**config.mk**
```make
export PLATFORM = sky130hd
export DESIGN_NAME = instr_fetch_unit
export DESIGN_NICKNAME = d
export VERILOG_FILES = /design/src/rtl/instr_fetch_unit.sv
export SDC_FILE = /design/constraint.sdc
export NUM_CORES = 1
export LEC_CHECK = 0
export ABC_AREA = 1
export CORE_UTILIZATION = 44
export DETAILED_ROUTE_END_ITERATION = 6
export PLACE_DENSITY_LB_ADDON = 0.05
export SYNTH_ARGS = -nofsm -noshare
export SYNTH_HDL_FRONTEND = slang
export SYNTH_SLANG_ARGS = --single-unit
```
**constraint.sdc**
```tcl
create_clock -name clk -period 6.3 [get_ports clk]
set_input_delay 1.26 -clock clk [delete_from_list [all_inputs] [get_ports clk]]
set_output_delay 1.26 -clock clk [all_outputs]
set_load 0.02 [all_outputs]
```
**src/rtl/instr_fetch_unit.sv**
```systemverilog
`default_nettype none
// ============================================================================
//  Module      : instr_fetch_unit
//  Description : Fetch stage that sits after the PC register. It issues one
//                req/gnt read per instruction to instruction memory, waits for
//                the rvalid response and presents the instruction and its PC
//                to decode over a valid/ready handshake. The unit also drives
//                pc_stall, handles flush on redirect and runs a sticky
//                response-timeout watchdog.
//  Option      : IFU_ALIGN_CHECK_EN - when defined, a misaligned fetch address
//                is not requested. A NOP is presented instead, together with
//                the misalign_err output.
//  Revision    : 1.0 - initial release
// ============================================================================
module instr_fetch_unit #(
   parameter logic [31:0] RESET_ADDR  = 32'h0000_0000,
   parameter int unsigned TIMEOUT_CYC = 16
) (
   input  logic        clk,
   input  logic        reset,
   input  logic [31:0] pc_in,
   input  logic        flush,
   output logic        imem_req,
   output logic [31:0] imem_addr,
   input  logic        imem_gnt,
   input  logic        imem_rvalid,
   input  logic [31:0] imem_rdata,
   output logic [31:0] instr_out,
   output logic [31:0] instr_pc,
   output logic        instr_valid,
   input  logic        instr_ready,
`ifdef IFU_ALIGN_CHECK_EN
   output logic        misalign_err,
`endif
   output logic        pc_stall,
   output logic        timeout_err
);

   localparam logic [2:0]  c_st_idle  = 3'd0;
   localparam logic [2:0]  c_st_req   = 3'd1;
   localparam logic [2:0]  c_st_wait  = 3'd2;
   localparam logic [2:0]  c_st_drain = 3'd3;
   localparam logic [2:0]  c_st_hold  = 3'd4;

   localparam logic [31:0] c_nop      = 32'h0000_0013;
   localparam logic [7:0]  c_timeout  = 8'(TIMEOUT_CYC);

   logic [2:0]  state_q, state_d;
   logic [31:0] fa_q, fa_d;
   logic [31:0] instr_out_q, instr_out_d;
   logic [31:0] instr_pc_q, instr_pc_d;
   logic        instr_valid_q, instr_valid_d;
   logic        timeout_err_q, timeout_err_d;
   logic [7:0]  cnt_q, cnt_d;
   logic        misalign_q, misalign_d;
   logic        w_misaligned;

`ifdef IFU_ALIGN_CHECK_EN
   assign w_misaligned = (fa_q[1:0] != 2'b00);
`else
   assign w_misaligned = 1'b0;
`endif

   // State register
   always_ff @(posedge clk or posedge reset) begin
      if (reset) state_q <= c_st_idle;
      else       state_q <= state_d;
   end

   // Next-state logic; flush in REQ with a grant still owes one stale response
   always_comb begin
      state_d = state_q;
      case (state_q)
         c_st_idle:  state_d = c_st_req;
         c_st_req: begin
            if (w_misaligned) begin
               if (!flush) state_d = c_st_hold;
            end else if (imem_gnt) begin
               state_d = flush ? c_st_drain : c_st_wait;
            end
         end
         c_st_wait: begin
            if (flush)            state_d = imem_rvalid ? c_st_req : c_st_drain;
            else if (imem_rvalid) state_d = c_st_hold;
         end
         c_st_drain: if (imem_rvalid)          state_d = c_st_req;
         c_st_hold:  if (flush || instr_ready) state_d = c_st_req;
         default:    state_d = c_st_idle;
      endcase
   end

   // FSM outputs; the PC may only advance on a decode handshake or on a redirect
   always_comb begin
      imem_req = (state_q == c_st_req) && !w_misaligned;
      pc_stall = !(((state_q == c_st_hold) && (instr_ready || flush)) ||
                   ((state_q == c_st_req) && flush));
   end

   // Datapath registers: fetch address, held instruction, watchdog
   always_ff @(posedge clk or posedge reset) begin
      if (reset) begin
         fa_q          <= RESET_ADDR;
         instr_out_q   <= c_nop;
         instr_pc_q    <= 32'h0000_0000;
         instr_valid_q <= 1'b0;
         timeout_err_q <= 1'b0;
         cnt_q         <= 8'd0;
         misalign_q    <= 1'b0;
      end else begin
         fa_q          <= fa_d;
         instr_out_q   <= instr_out_d;
         instr_pc_q    <= instr_pc_d;
         instr_valid_q <= instr_valid_d;
         timeout_err_q <= timeout_err_d;
         cnt_q         <= cnt_d;
         misalign_q    <= misalign_d;
      end
   end

   // Datapath next values; pc_in is the only source of fetch addresses
   always_comb begin
      fa_d          = fa_q;
      instr_out_d   = instr_out_q;
      instr_pc_d    = instr_pc_q;
      instr_valid_d = instr_valid_q;
      timeout_err_d = timeout_err_q;
      cnt_d         = cnt_q;
      misalign_d    = misalign_q;
      case (state_q)
         c_st_idle: fa_d = pc_in;
         c_st_req: begin
            if (flush) begin
               fa_d = pc_in;
            end else if (w_misaligned) begin
               instr_out_d   = c_nop;
               instr_pc_d    = fa_q;
               instr_valid_d = 1'b1;
               misalign_d    = 1'b1;
            end
            if (imem_gnt && !w_misaligned) cnt_d = 8'd0;
         end
         c_st_wait: begin
            // counter saturates at the limit so the flag cannot re-trigger
            if (cnt_q != c_timeout) begin
               cnt_d = cnt_q + 8'd1;
               if (cnt_d == c_timeout) timeout_err_d = 1'b1;
            end
            if (flush) begin
               fa_d = pc_in;
            end else if (imem_rvalid) begin
               instr_out_d   = imem_rdata;
               instr_pc_d    = fa_q;
               instr_valid_d = 1'b1;
            end
         end
         c_st_drain: if (flush) fa_d = pc_in;
         c_st_hold: begin
            if (flush || instr_ready) begin
               instr_valid_d = 1'b0;
               misalign_d    = 1'b0;
               fa_d          = pc_in;
            end
         end
         default: ;
      endcase
   end

   assign imem_addr   = {fa_q[31:2], 2'b00};
   assign instr_out   = instr_out_q;
   assign instr_pc    = instr_pc_q;
   assign instr_valid = instr_valid_q;
   assign timeout_err = timeout_err_q;

`ifdef IFU_ALIGN_CHECK_EN
   assign misalign_err = misalign_q;
`else
   logic w_unused;
   assign w_unused = misalign_q;
`endif

endmodule
`default_nettype wire

```
## Yosys cells after proc, flatten, opt, wreduce, memory -nomap -nowiden

Index checks and enable logic that the tools add are counted.

- $add $sub $neg: 1
- Equal/unequal tests: 14
- Mux-type cells: 18
- Bitwise gates (word level): 1
- Reductions and logical operators: 16

Operators by type and width:

| operator | number |
|---|---|
| 32-bit one-hot mux with 3 select lines | 1 |
| 32-bit two-way mux | 2 |
| 8-bit two-way mux | 2 |
| 8-bit one-hot mux with 2 select lines | 1 |
| 3-bit two-way mux | 5 |
| 3-bit one-hot mux with 5 select lines | 1 |
| 3-bit AND reduction | 4 |
| 2-bit inequality test (second input constant) | 5 |
| 8-bit by 1-bit adder with 8-bit output (second input constant) | 1 |
| 8-bit by 5-bit == test with 1-bit output (second input constant) | 1 |
| 8-bit by 5-bit inequality test with 1-bit output (second input constant) | 1 |
| 4-bit AND reduction | 2 |
| 3-bit by 2-bit == test with 1-bit output (second input constant) | 2 |
| 1-bit two-way mux | 4 |
| 2-bit by 1-bit inequality test with 1-bit output (second input constant) | 2 |
| 2-bit nonzero test | 2 |
| 3-bit by 1-bit == test with 1-bit output (second input constant) | 1 |
| 3-bit == test (second input constant) | 1 |
| 3-bit logical NOT | 1 |
| 3-bit inequality test (second input constant) | 1 |
| 3-bit nonzero test | 1 |
| 3-bit OR reduction | 1 |
| 1-bit logical AND | 2 |
| 1-bit logical OR | 2 |
| other kinds (4) | 4 |

- Register bits after elaboration: 109
- Input port bits: 70
- Output and inout port bits: 100
- Logic and storage cells: 57

## Logic depth before layout (Yosys ltp)

- Depth after elaboration: 4
- Mapped depth: 9
- Gate-level depth less buffers: 9

## Least setup slack after synthesis

No wires, ideal clock.

- Path kind: input -> output
- Start: in flush
- End: out pc_stall
- Data arrival time: 1.606 ns
- Data required time: 5.040 ns
- Slack: 3.434 ns
- Cell stages on the path: 3
- Buffers on the path: 0
- Cell sequence: nor2_1 nor2_1 inv_1

- Cells in the longest elaborated chain, start to end: 4
- Elaborated cells between the ends (all ways): 5
- Classes of those cells: reduce/logical (5)

Ends and longest elaborated chain:

| element | RTL line | RTL |
|---|---|---|
| start, declared | 22 | `input logic flush,` |
| 1-bit logical OR | 95 | `pc_stall = !(((state_q == c_st_hold) && (instr_ready \|\| flush)) \|\|` |
| 1-bit logical AND | 95 |  |
| 1-bit logical OR * | 95 |  |
| 1-bit logical NOT * | 95 |  |
| end, declared | 35 | `output logic pc_stall,` |

Every way passes the cells marked *; elsewhere a longest branch is shown, timed or not.

## Worst setup path after layout

Ends and elaborated chain as after synthesis.

==> metrics.txt <==
status=finished, final reports clean; most frequent cells after synthesis=110 x nand2_1, 106 x dfrtp_1, 78 x inv_1; WL per Instance=between 10 and 15 um; Leakage=0.00318 uW; Fin Clk Skew=a little over 0.007 ns; WP data arrival=2.60 ns; warnings from Yosys=0; final setup margin=2.44 ns; measured slew at the worst slew-check pin=1.16 ns; H-Tree Depth=3; IO Port Bufs=167; clock buffer count from CTS=9; Post-synth ARST share=1.00; clk slew on worst S/H paths=~0.09 ns; Int Power=1930 uW; most used routing layer=met2; Yosys top cell area share=0.548; Clock power frac=0.163; GPL Wtd Cong=0.825; GRT Resource Usage Total=0.194; pre-CTS setup slack=2.43 ns; most frequent cell after synthesis=nand2_1; met1 Track Usage GR=0.260; core area=0.0105 mm2; WS Path Type=input port to output port; deepest clock path buffer count=2; initial antenna violation count=0; setup TNS=0 ns; EDFF count, synth=0; Tmin final=3.86 ns; routed via count=3636; P_sw=1200 uW; syn_area_per_cell=about 9.2 um2; endpoints failing setup=0; prevailing post-synth register cell=dfrtp_1; CP required=5.04 ns; met3 GRT Util=0.0480; Cell Area, Synth=0.00484 mm2; VDD IR max=407 uV; I/O Pins=170; DRT Pass-1 Iters=5; overall routed net length=between 10000 and 15000 um; share of cells above drive strength 1=0.100; Worst-Skew Late Latency=between 0.3 and 0.4 ns; RSZ-0062 raised after global routing=no; HPWL Detailed=7360 um; number of synthesized register bits=109; number of global-route vias before repair=3579; Die Wd=107 um; Inst Count DP=between 700 and 800; DRT iter0 DRCs=241; Final Cycle Share=0.613; TritonCTS Sinks=109; post-synth cell types=28; pwr dens=478 mW/mm2; Resize count post-CTS=0; sequential cell fraction of total power=0.363; CTS tree=yes; Diodes inserted=0; final net count=728; global-route wire length before repair=17200 um; top cells by area, synth=dfrtp_1 55%, nand2_1 8.5%, o21ai_2 6.3%; CP endpoint kind=output port; CTS Root Cell=clkbuf_8; Seq/Total Area, Yosys=0.564; largest net degree at the start of global routing=68; starting density of the core=0.461; area delta synth->final=35.6%; Post-CTS Hold Buffers=0; Die ar.=0.0114 mm2; max-slew violations=0; GR Overflow Total=0; fmax=approximately 260 MHz; Post-Syn Instances=roughly 530; M2 GR Usage=0.306; number of max-cap violations=0; Antenna Nets Post-Route=0; CP startpoint kind=input port; drt via density=4.57; Comb pwr share=0.473; Die Y=107 um; CP max FO=4; residual DRC count=0; Slew Limit Headroom=0.224; Rows=37; Post-CTS Setup Inserts=0; switching share of power=0.384; Hold Fails Final Rpt=0; area leader, netlist=dfrtp_1; final cell count without fillers=796; Hold Slack=0.482 ns; Hold Crit Class=flop to flop
==> stage by stage <==
step	cell area [um2]	power, uW	util
after floorplan	4840	2060	-
after detailed placement	6320	2660	0.601
after CTS	6560	3180	0.625
final	6560	3140	0.625
after global routing	6560	3350	0.625
after global placement	6320	2620	0.601
==> worst paths after layout <==
check                            start            end  slack (ns)  depth (start not counted)
max                              flush       pc_stall        2.44                          5
min                        timeout_err    timeout_err        0.48                          2
max reg2reg                 state_q[2]   instr_pc[30]        3.82                          7
min reg2reg                timeout_err    timeout_err        0.48                          2
max in group asynchronous        reset   instr_pc[26]        3.79                          3
min in group asynchronous        reset  instr_out[14]        1.34                          2
==> registers in the layout, indices dropped and copies added (netlist names) <==
signal,count
instr_valid,1
instr_out,32
instr_pc,32
cnt_q,8
fa_q,32
state_q,3
timeout_err,1
==> power by group through the flow <==
stage	sequential [uW]	clock, uW	combinational [uW]
final	1140	513	1490
after detailed placement	1150	0	1510
after global placement	1140	0	1480
after global routing	1180	560	1610
after CTS	1140	529	1510
after floorplan	1370	0	693
==> layout make-up <==
type                            count  area, um2
Clock buffer                       11        141
Clock inverter                      5        106
Fill cell                         925       3950
Inverter                           82        310
Multi-Input combinational cell    284       1420
Sequential cell                   109       2730
Tap cell                          136        170
Timing Repair Buffer              169       1690
==> layer usage <==
layer,up-vias,share of wire,routed length (um)
li1,1850,-,-
met1,1656,0.45,4670
met2,118,0.47,4900
met3,12,0.068,710
met4,0,0.013,139
met5,-,0,0
==> logic make-up after synthesis <==
logic type | after synthesis | synth area share
other cells | 1 | 0.000775
compound gates | 107 | 0.139
fa+ha+maj | 3 | 0.00776
flops | 109 | 0.564
buf+inv | 135 | 0.145
simple gates | 171 | 0.141
xor+xnor | 1 | 0.00181
==> layout by cell type (no fill, tap or decap) <==
cell,synthesis,final
a21oi_1,35,35
a31oi_1,1,1
buf_4,40,2
bufinv_16,0,3
clkbuf_1,2,1
clkbuf_8,0,10
clkdlybuf4s50_1,0,167
clkinv_2,0,1
conb_1,1,2
dfrtp_1,106,106
dfstp_2,3,3
ha_1,3,3
inv_1,78,77
inv_2,4,4
inv_4,0,1
inv_8,0,1
nand2_1,110,110
nand2_2,2,2
nand3_1,7,7
nand3_4,0,1
nand3b_1,1,1
nand4_1,2,2
nor2_1,44,44
nor2_2,2,2
nor3_1,1,1
nor3_2,1,1
o211ai_1,1,1
o21ai_0,3,3
o21ai_1,31,31
o21ai_2,35,35
o21bai_1,1,1
xnor2_1,1,1
==> worst max-delay path: stages <==
cell and delay [ns]:
clkdlybuf4s50_1 0.45, nor2_1 0.19, nor2_1 0.07, inv_1 0.05
clkdlybuf4s50_1 0.59
(Power assumes the default switching activity.)
